--- config.mk ---
export PLATFORM = sky130hd
export DESIGN_NAME = bcd_countdown_timer_flat
export DESIGN_NICKNAME = d
export VERILOG_FILES = /design/src/rtl/bcd_countdown_timer_if.sv /design/src/rtl/bcd_countdown_timer.sv /design/src/flat_wrapper.sv
export SDC_FILE = /design/constraint.sdc
export NUM_CORES = 1
export LEC_CHECK = 0
export ABC_AREA = 0
export CAP_MARGIN = 25
export CORE_ASPECT_RATIO = 1.2
export CORE_UTILIZATION = 44
export DETAILED_ROUTE_END_ITERATION = 6
export PLACE_DENSITY = 0.78
export SLEW_MARGIN = 30
export SYNTH_ARGS = -nofsm -noshare
export SYNTH_HDL_FRONTEND = slang
export SYNTH_SLANG_ARGS = --single-unit
--- constraint.sdc ---
create_clock -name clk -period 2.4 [get_ports clk]
set_input_delay 0.36 -clock clk [delete_from_list [all_inputs] [get_ports clk]]
set_output_delay 0.36 -clock clk [all_outputs]
set_load 0.02 [all_outputs]
--- src/rtl/bcd_countdown_timer_if.sv ---
// Control/status bundle for bcd_countdown_timer: load/start/stop in, BCD count and state flags out.
// W must equal 4*(MIN_DIGITS+2+NUM_FRAC) of the attached timer.
interface bcd_countdown_timer_if #(
    parameter int W = 24
);
    logic         load;
    logic [W-1:0] load_value;
    logic         start;
    logic         stop;
    logic [W-1:0] value;
    logic         running;
    logic         paused;
    logic         done;
    logic         expired;
    logic         blink;

    modport master (
        output load, load_value, start, stop,
        input  value, running, paused, done, expired, blink
    );

    modport slave (
        input  load, load_value, start, stop,
        output value, running, paused, done, expired, blink
    );
endinterface

--- src/rtl/bcd_countdown_timer.sv ---
// Parametrised BCD countdown timer (minutes : seconds . fraction) with prescaler, done/expired and blink.
// Optional AUTO_RELOAD_EN: reload the last loaded value instead of stopping at zero.
module bcd_countdown_timer #(
    parameter int MIN_DIGITS = 1,
    parameter int NUM_FRAC   = 3,
    parameter int TICK_DIV   = 1,
    parameter int RESET_SEC  = 10,
    parameter int BLINK_DIV  = 250
) (
    input  logic                  clk,
    input  logic                  reset,
    bcd_countdown_timer_if.slave  bus
);
    localparam int ND   = MIN_DIGITS + 2 + NUM_FRAC;
    localparam int W    = 4 * ND;
    localparam int TENS = NUM_FRAC + 1;
    localparam int PW   = (TICK_DIV > 1) ? $clog2(TICK_DIV) : 1;
    localparam int BW   = (BLINK_DIV > 1) ? $clog2(BLINK_DIV) : 1;
    localparam logic [W-1:0] RESET_VAL = (W'(RESET_SEC / 10) << (4 * TENS))
                                       | (W'(RESET_SEC % 10) << (4 * NUM_FRAC));

    typedef enum logic [1:0] {IDLE, RUN, PAUSE, DONE} state_t;

    // Seconds-tens rolls over at 5, every other digit at 9.
    function automatic logic [3:0] digit_max(input int idx);
        return (idx == TENS) ? 4'd5 : 4'd9;
    endfunction

    function automatic logic [W-1:0] clamp_bcd(input logic [W-1:0] v);
        logic [W-1:0] r;
        r = v;
        for (int i = 0; i < ND; i++)
            if (r[4*i +: 4] > digit_max(i)) r[4*i +: 4] = digit_max(i);
        return r;
    endfunction

    function automatic logic [W-1:0] bcd_dec(input logic [W-1:0] v);
        logic [W-1:0] r;
        logic         borrow;
        r      = v;
        borrow = 1'b1;
        for (int i = 0; i < ND; i++) begin
            if (borrow) begin
                if (r[4*i +: 4] == 4'd0) begin
                    r[4*i +: 4] = digit_max(i);
                end else begin
                    r[4*i +: 4] = r[4*i +: 4] - 4'd1;
                    borrow      = 1'b0;
                end
            end
        end
        return r;
    endfunction

    state_t         state_q, state_next;
    logic [W-1:0]   value_q, value_next;
    logic [PW-1:0]  presc_q, presc_next;
    logic [BW-1:0]  bcnt_q, bcnt_next;
    logic           blink_q, blink_next;
    logic           expired_q, expired_next;
    logic           running_q, paused_q, done_q;
    logic [W-1:0]   load_clamped;
    logic [W-1:0]   dec_val;
`ifdef AUTO_RELOAD_EN
    logic [W-1:0]   shadow_q;
`endif

    assign load_clamped = clamp_bcd(bus.load_value);
    assign dec_val      = bcd_dec(value_q);

    // NOTE: every output of this block gets a default first, so no path leaves one unassigned (no latch).
    always_comb begin
        state_next   = state_q;
        value_next   = value_q;
        presc_next   = presc_q;
        bcnt_next    = bcnt_q;
        blink_next   = blink_q;
        expired_next = 1'b0;

        if (bus.load) begin
            value_next = load_clamped;
            state_next = IDLE;
            presc_next = '0;
            bcnt_next  = '0;
            blink_next = 1'b1;
        end else begin
            case (state_q)
                IDLE, PAUSE: begin
                    if (bus.start && !bus.stop) begin
                        if (value_q != '0) begin
                            state_next = RUN;
                        end else begin
                            state_next   = DONE;
                            expired_next = 1'b1;
                            bcnt_next    = '0;
                            blink_next   = 1'b1;
                        end
                    end
                end
                RUN: begin
                    if (bus.stop) begin
                        state_next = PAUSE;
                    end else if (presc_q == PW'(TICK_DIV - 1)) begin
                        presc_next = '0;
                        if (dec_val != '0) begin
                            value_next = dec_val;
`ifdef AUTO_RELOAD_EN
                        end else if (shadow_q != '0) begin
                            value_next   = shadow_q;
                            expired_next = 1'b1;
`endif
                        end else begin
                            value_next   = '0;
                            state_next   = DONE;
                            expired_next = 1'b1;
                            bcnt_next    = '0;
                            blink_next   = 1'b1;
                        end
                    end else begin
                        presc_next = presc_q + 1'b1;
                    end
                end
                DONE: begin
                    if (bcnt_q == BW'(BLINK_DIV - 1)) begin
                        bcnt_next  = '0;
                        blink_next = ~blink_q;
                    end else begin
                        bcnt_next = bcnt_q + 1'b1;
                    end
                end
                default: state_next = IDLE;
            endcase
        end
    end

    // NOTE: state updates use non-blocking assignments so every register samples pre-edge values.
    always_ff @(posedge clk or posedge reset) begin
        if (reset) begin
            state_q   <= IDLE;
            value_q   <= RESET_VAL;
            presc_q   <= '0;
            bcnt_q    <= '0;
            blink_q   <= 1'b1;
            expired_q <= 1'b0;
            running_q <= 1'b0;
            paused_q  <= 1'b0;
            done_q    <= 1'b0;
        end else begin
            state_q   <= state_next;
            value_q   <= value_next;
            presc_q   <= presc_next;
            bcnt_q    <= bcnt_next;
            blink_q   <= blink_next;
            expired_q <= expired_next;
            running_q <= (state_next == RUN);
            paused_q  <= (state_next == PAUSE);
            done_q    <= (state_next == DONE);
        end
    end

`ifdef AUTO_RELOAD_EN
    always_ff @(posedge clk or posedge reset) begin
        if (reset)         shadow_q <= RESET_VAL;
        else if (bus.load) shadow_q <= load_clamped;
    end
`endif

    assign bus.value   = value_q;
    assign bus.running = running_q;
    assign bus.paused  = paused_q;
    assign bus.done    = done_q;
    assign bus.expired = expired_q;
    assign bus.blink   = blink_q;
endmodule

--- src/flat_wrapper.sv ---
// flat-port wrapper written by rule: the top's interface ports become plain ports
module bcd_countdown_timer_flat 
#(
    parameter int MIN_DIGITS = 1,
    parameter int NUM_FRAC   = 3,
    parameter int TICK_DIV   = 1,
    parameter int RESET_SEC  = 10,
    parameter int BLINK_DIV  = 250
)
  (clk, reset, bus_load, bus_load_value, bus_start, bus_stop, bus_value, bus_running, bus_paused, bus_done, bus_expired, bus_blink);
  bcd_countdown_timer_if #(.W(24)) bus_i ();
  input  logic clk;
  input  logic reset;
  input wire logic [$bits(bus_i.load)-1:0] bus_load;
  input wire logic [$bits(bus_i.load_value)-1:0] bus_load_value;
  input wire logic [$bits(bus_i.start)-1:0] bus_start;
  input wire logic [$bits(bus_i.stop)-1:0] bus_stop;
  output wire logic [$bits(bus_i.value)-1:0] bus_value;
  output wire logic [$bits(bus_i.running)-1:0] bus_running;
  output wire logic [$bits(bus_i.paused)-1:0] bus_paused;
  output wire logic [$bits(bus_i.done)-1:0] bus_done;
  output wire logic [$bits(bus_i.expired)-1:0] bus_expired;
  output wire logic [$bits(bus_i.blink)-1:0] bus_blink;
  assign bus_i.load = bus_load;
  assign bus_i.load_value = bus_load_value;
  assign bus_i.start = bus_start;
  assign bus_i.stop = bus_stop;
  assign bus_value = bus_i.value;
  assign bus_running = bus_i.running;
  assign bus_paused = bus_i.paused;
  assign bus_done = bus_i.done;
  assign bus_expired = bus_i.expired;
  assign bus_blink = bus_i.blink;
  bcd_countdown_timer #(.MIN_DIGITS(MIN_DIGITS), .NUM_FRAC(NUM_FRAC), .TICK_DIV(TICK_DIV), .RESET_SEC(RESET_SEC), .BLINK_DIV(BLINK_DIV)) u_core (.clk(clk), .reset(reset), .bus(bus_i));
endmodule
==> run metrics <==
HP Class input pin to asynchronous set/reset pin; diode count 0; via count 2359; Mapped Nets 286; CP Launch Type flop; total track usage 26.53%; Nets 373; # hold bufs at CTS 0; post-synth cell types 54; Leakage Power 1.339 nW; Synth area leaders dfrtp_1 (41%), nor2_1 (5.4%), a21oi_1 (4.3%); CP required 2.58 ns; Worst-Margin Slew 0.6374 ns; Total Power 1.806 mW; initial antenna violation count 0; initial core utilization 45.56%; GR Util met1 32.82%; CP max stage delay 0.55 ns; Bufs on Longest Clock Path 2; xor and xnor area share after synthesis 2.352%; depth of the CTS H-tree 2; Fin. Hold Viols 0; multiplexer area fraction after synthesis 1.904%; predominant post-synthesis flop cell dfrtp_1; post-route antenna net violation count 0; final core utilization 66.81%; post-synthesis compound-gate area fraction 22.51%; worst reg-to-reg path cell count 7; Mapped Cells 255; most frequent cell after synthesis dfrtp_1; main combinational cell family by area after synthesis simple AND/OR/NAND/NOR gates; Yosys reg bits 39; Tmin final 2.408 ns; core box area 4905 µm²; simple-gate share of the synthesized area 25.81%; die area 5369 µm²; Worst EP arrival 2.59 ns; Max VDD drop 0.0005824 V; # rows 28; Slowest cell on crit path or4_4; Final WS setup -0.007937 ns; Critical Path Sink Type flop; Setup CP Type flop to flop; number of remaining DRC errors 0; top post-synthesis cells by count dfrtp_1 (37), nor2_1 (32), a21oi_1 (19), nand2_1 (19), o21ai_0 (17); Buf/Inv on CP 0; area of the multi-input gates 1266 µm²; vias per cell 5.854; number of synthesized flops with an enable pin 0; vias in the first global route 2231; PortBufs 57; storage element area 980.9 µm²; grt met2 use 44.90%; post-place setup slack -0.04423 ns; Die Wd 67.06 µm; GR met3 Demand/Resource 5.114%; TritonCTS clock tree yes; fmax 0.4153 GHz; Worst Setup SP u_core.bus.value[9]$_DFFE_PP0P_; chip height 80.07 µm; share of cells above drive strength 1 16.62%; Pre-Repair DR Iteration Count 4; largest area contributor in the netlist dfrtp_1; total grt overflow 0; Routed Wire Length 6428 µm; Final Max Slew Viols 0; cts bufs inserted 5; DR WL/cell 15.95 µm; critical path's top delay family simple AND/OR/NAND/NOR gates; global-route wire length before repair 10650 µm; register area share after synthesis 43.78%; clk_lat worst skew 0.30 ns; CTS root buffer clkbuf_8; CP Capture Point u_core.bcnt_q[5]$_DFFE_PP0P_; Post-Syn Area 2235 µm²; Reg clk slew, reported paths 0.08 ns; yosys warns 0; routability cong. 0.8439; Post-Synth Adder-Cell Area 1.120%; Max-slew headroom 57.25%; WP depth 7; RR Startpoint u_core.bus.value[9]$_DFFE_PP0P_; syn_area_per_cell 8.763 µm²; DPL Wire Length 4604 µm; worst reg2reg path endpoint u_core.bcnt_q[5]$_DFFE_PP0P_; Pwr Density 551.1 nW/µm²; P&R area growth vs syn 46.64%; GR peak layer met2; final setup vio count 1; failing checks setup timing; R2R setup slack -0.008 ns; Synth top area share 41.43%; crit-path max FO 5; Cell Chain, Critical Path or4_4 -> nand4bb_4 -> or4b_4 -> nand2_4 -> o21ai_4 -> and2_4 -> a211o_1; Setup Skew 0.008321 ns; status complete, but fails checks; largest net degree at the start of global routing 40; clock sink total 39; I/O Pins 58; RSZ-0062 raised after global routing yes; final period utilization 100.3%; final-layout fill cell count 412; max cap viols 0; Initial DRC Count 173; fraction of registers with async set/reset 100.0%
## worst min path at each step
stage / start / to / slack, ns / cells past startpoint
floorplan: bus_load_value[1] / u_core.bus.value[1]$_DFFE_PP0P_ / 0.48 / 1
global placement: u_core.bus.value[16]$_DFFE_PP1P_ / u_core.bus.value[16]$_DFFE_PP1P_ / 0.50 / 2
detailed placement: u_core.bus.value[16]$_DFFE_PP1P_ / u_core.bus.value[16]$_DFFE_PP1P_ / 0.51 / 2
CTS: reset / u_core.bus.value[3]$_DFFE_PP0P_ / 0.50 / 3
global route: u_core.bus.value[16]$_DFFE_PP1P_ / u_core.bus.value[16]$_DFFE_PP1P_ / 0.54 / 2
finish: reset / u_core.bus.value[11]$_DFFE_PP0P_ / 0.47 / 3
## worst reg2reg max path, stage by stage (launching register included)
cell,delay (ns)
dfrtp_2,0.40
or4_4,0.55
nand4bb_4,0.22
or4b_4,0.53
nand2_4,0.08
o21ai_4,0.07
and2_4,0.18
a211o_1,0.26
## what timing repair did
action / in CTS / in global routing
gates cloned: 0 / 0
setup endpoints to repair: 5 / 19
pin swaps: 1 / 3
hold endpoints to repair: 0 / 0
buffers inserted: 2 / 1
resized for setup: 1 / 7
## where the power goes
part / internal [mW] / switching [mW]
Sequential: 0.701 / 0.0450
Combinational: 0.201 / 0.210
Clock: 0.416 / 0.234
Total: 1.32 / 0.489
## cell type report
type                            instances  share of cell area, %
Multi-Input combinational cell        201                  38.64
Timing Repair Buffer                   86                  24.06
Inverter                                9                  1.031
Sequential cell                        39                  29.94
Clock buffer                            6                  2.215
Clock inverter                          2                  1.833
Tap cell                               60                  2.291
## per-layer routing
metal  wire, µm  vias up
met4        144        0
met5          0        -
met3        328       13
met1       2623     1150
li1           -     1116
met2       3332       80
## flip-flops by register name, indices dropped and copies added, names as in the netlist
register,cells
u_core.bus.running,1
u_core.bus.done,1
u_core.bcnt_q,8
u_core.state_q,2
u_core.bus.expired,1
u_core.bus.value,24
u_core.bus.paused,1
u_core.bus.blink,1
## cell families after synthesis
group	after synthesis
AO/OA/AOI/OAI	79
XOR/XNOR	6
adder cells (fa/ha/maj)	2
buffers and inverters	15
flip-flops	39
multiplexers	4
AND/OR/NAND/NOR	110
## placed cells by master (no fill, tap or decap), types with 3 or more instances in the layout
cell type	n
nand4_1	3
nor3_1	15
and3_1	4
a31oi_1	5
a32oi_1	3
clkdlybuf4s50_1	57
o21ai_0	17
nor2_1	32
buf_4	29
nand2_1	19
xnor2_1	4
o21ai_1	5
o21a_1	4
dfrtp_1	35
nand2b_1	5
clkbuf_8	5
nand3_1	8
a21oi_1	19
inv_1	9
or3_1	3
## stage by stage
step,hold slack (ns),setup TNS [ns],instance area [µm²],cells
after CTS,0.4963,-0.009798,3223,402
after detailed placement,0.5097,-0.1241,3059,392
after global placement,0.5023,0,3059,392
final,0.4718,-0.007937,3277,403
after global routing,0.5369,-0.1904,3277,403
after floorplan,0.4765,-0.05437,2241,255
Note: power is estimated with default switching activity, not from simulation.
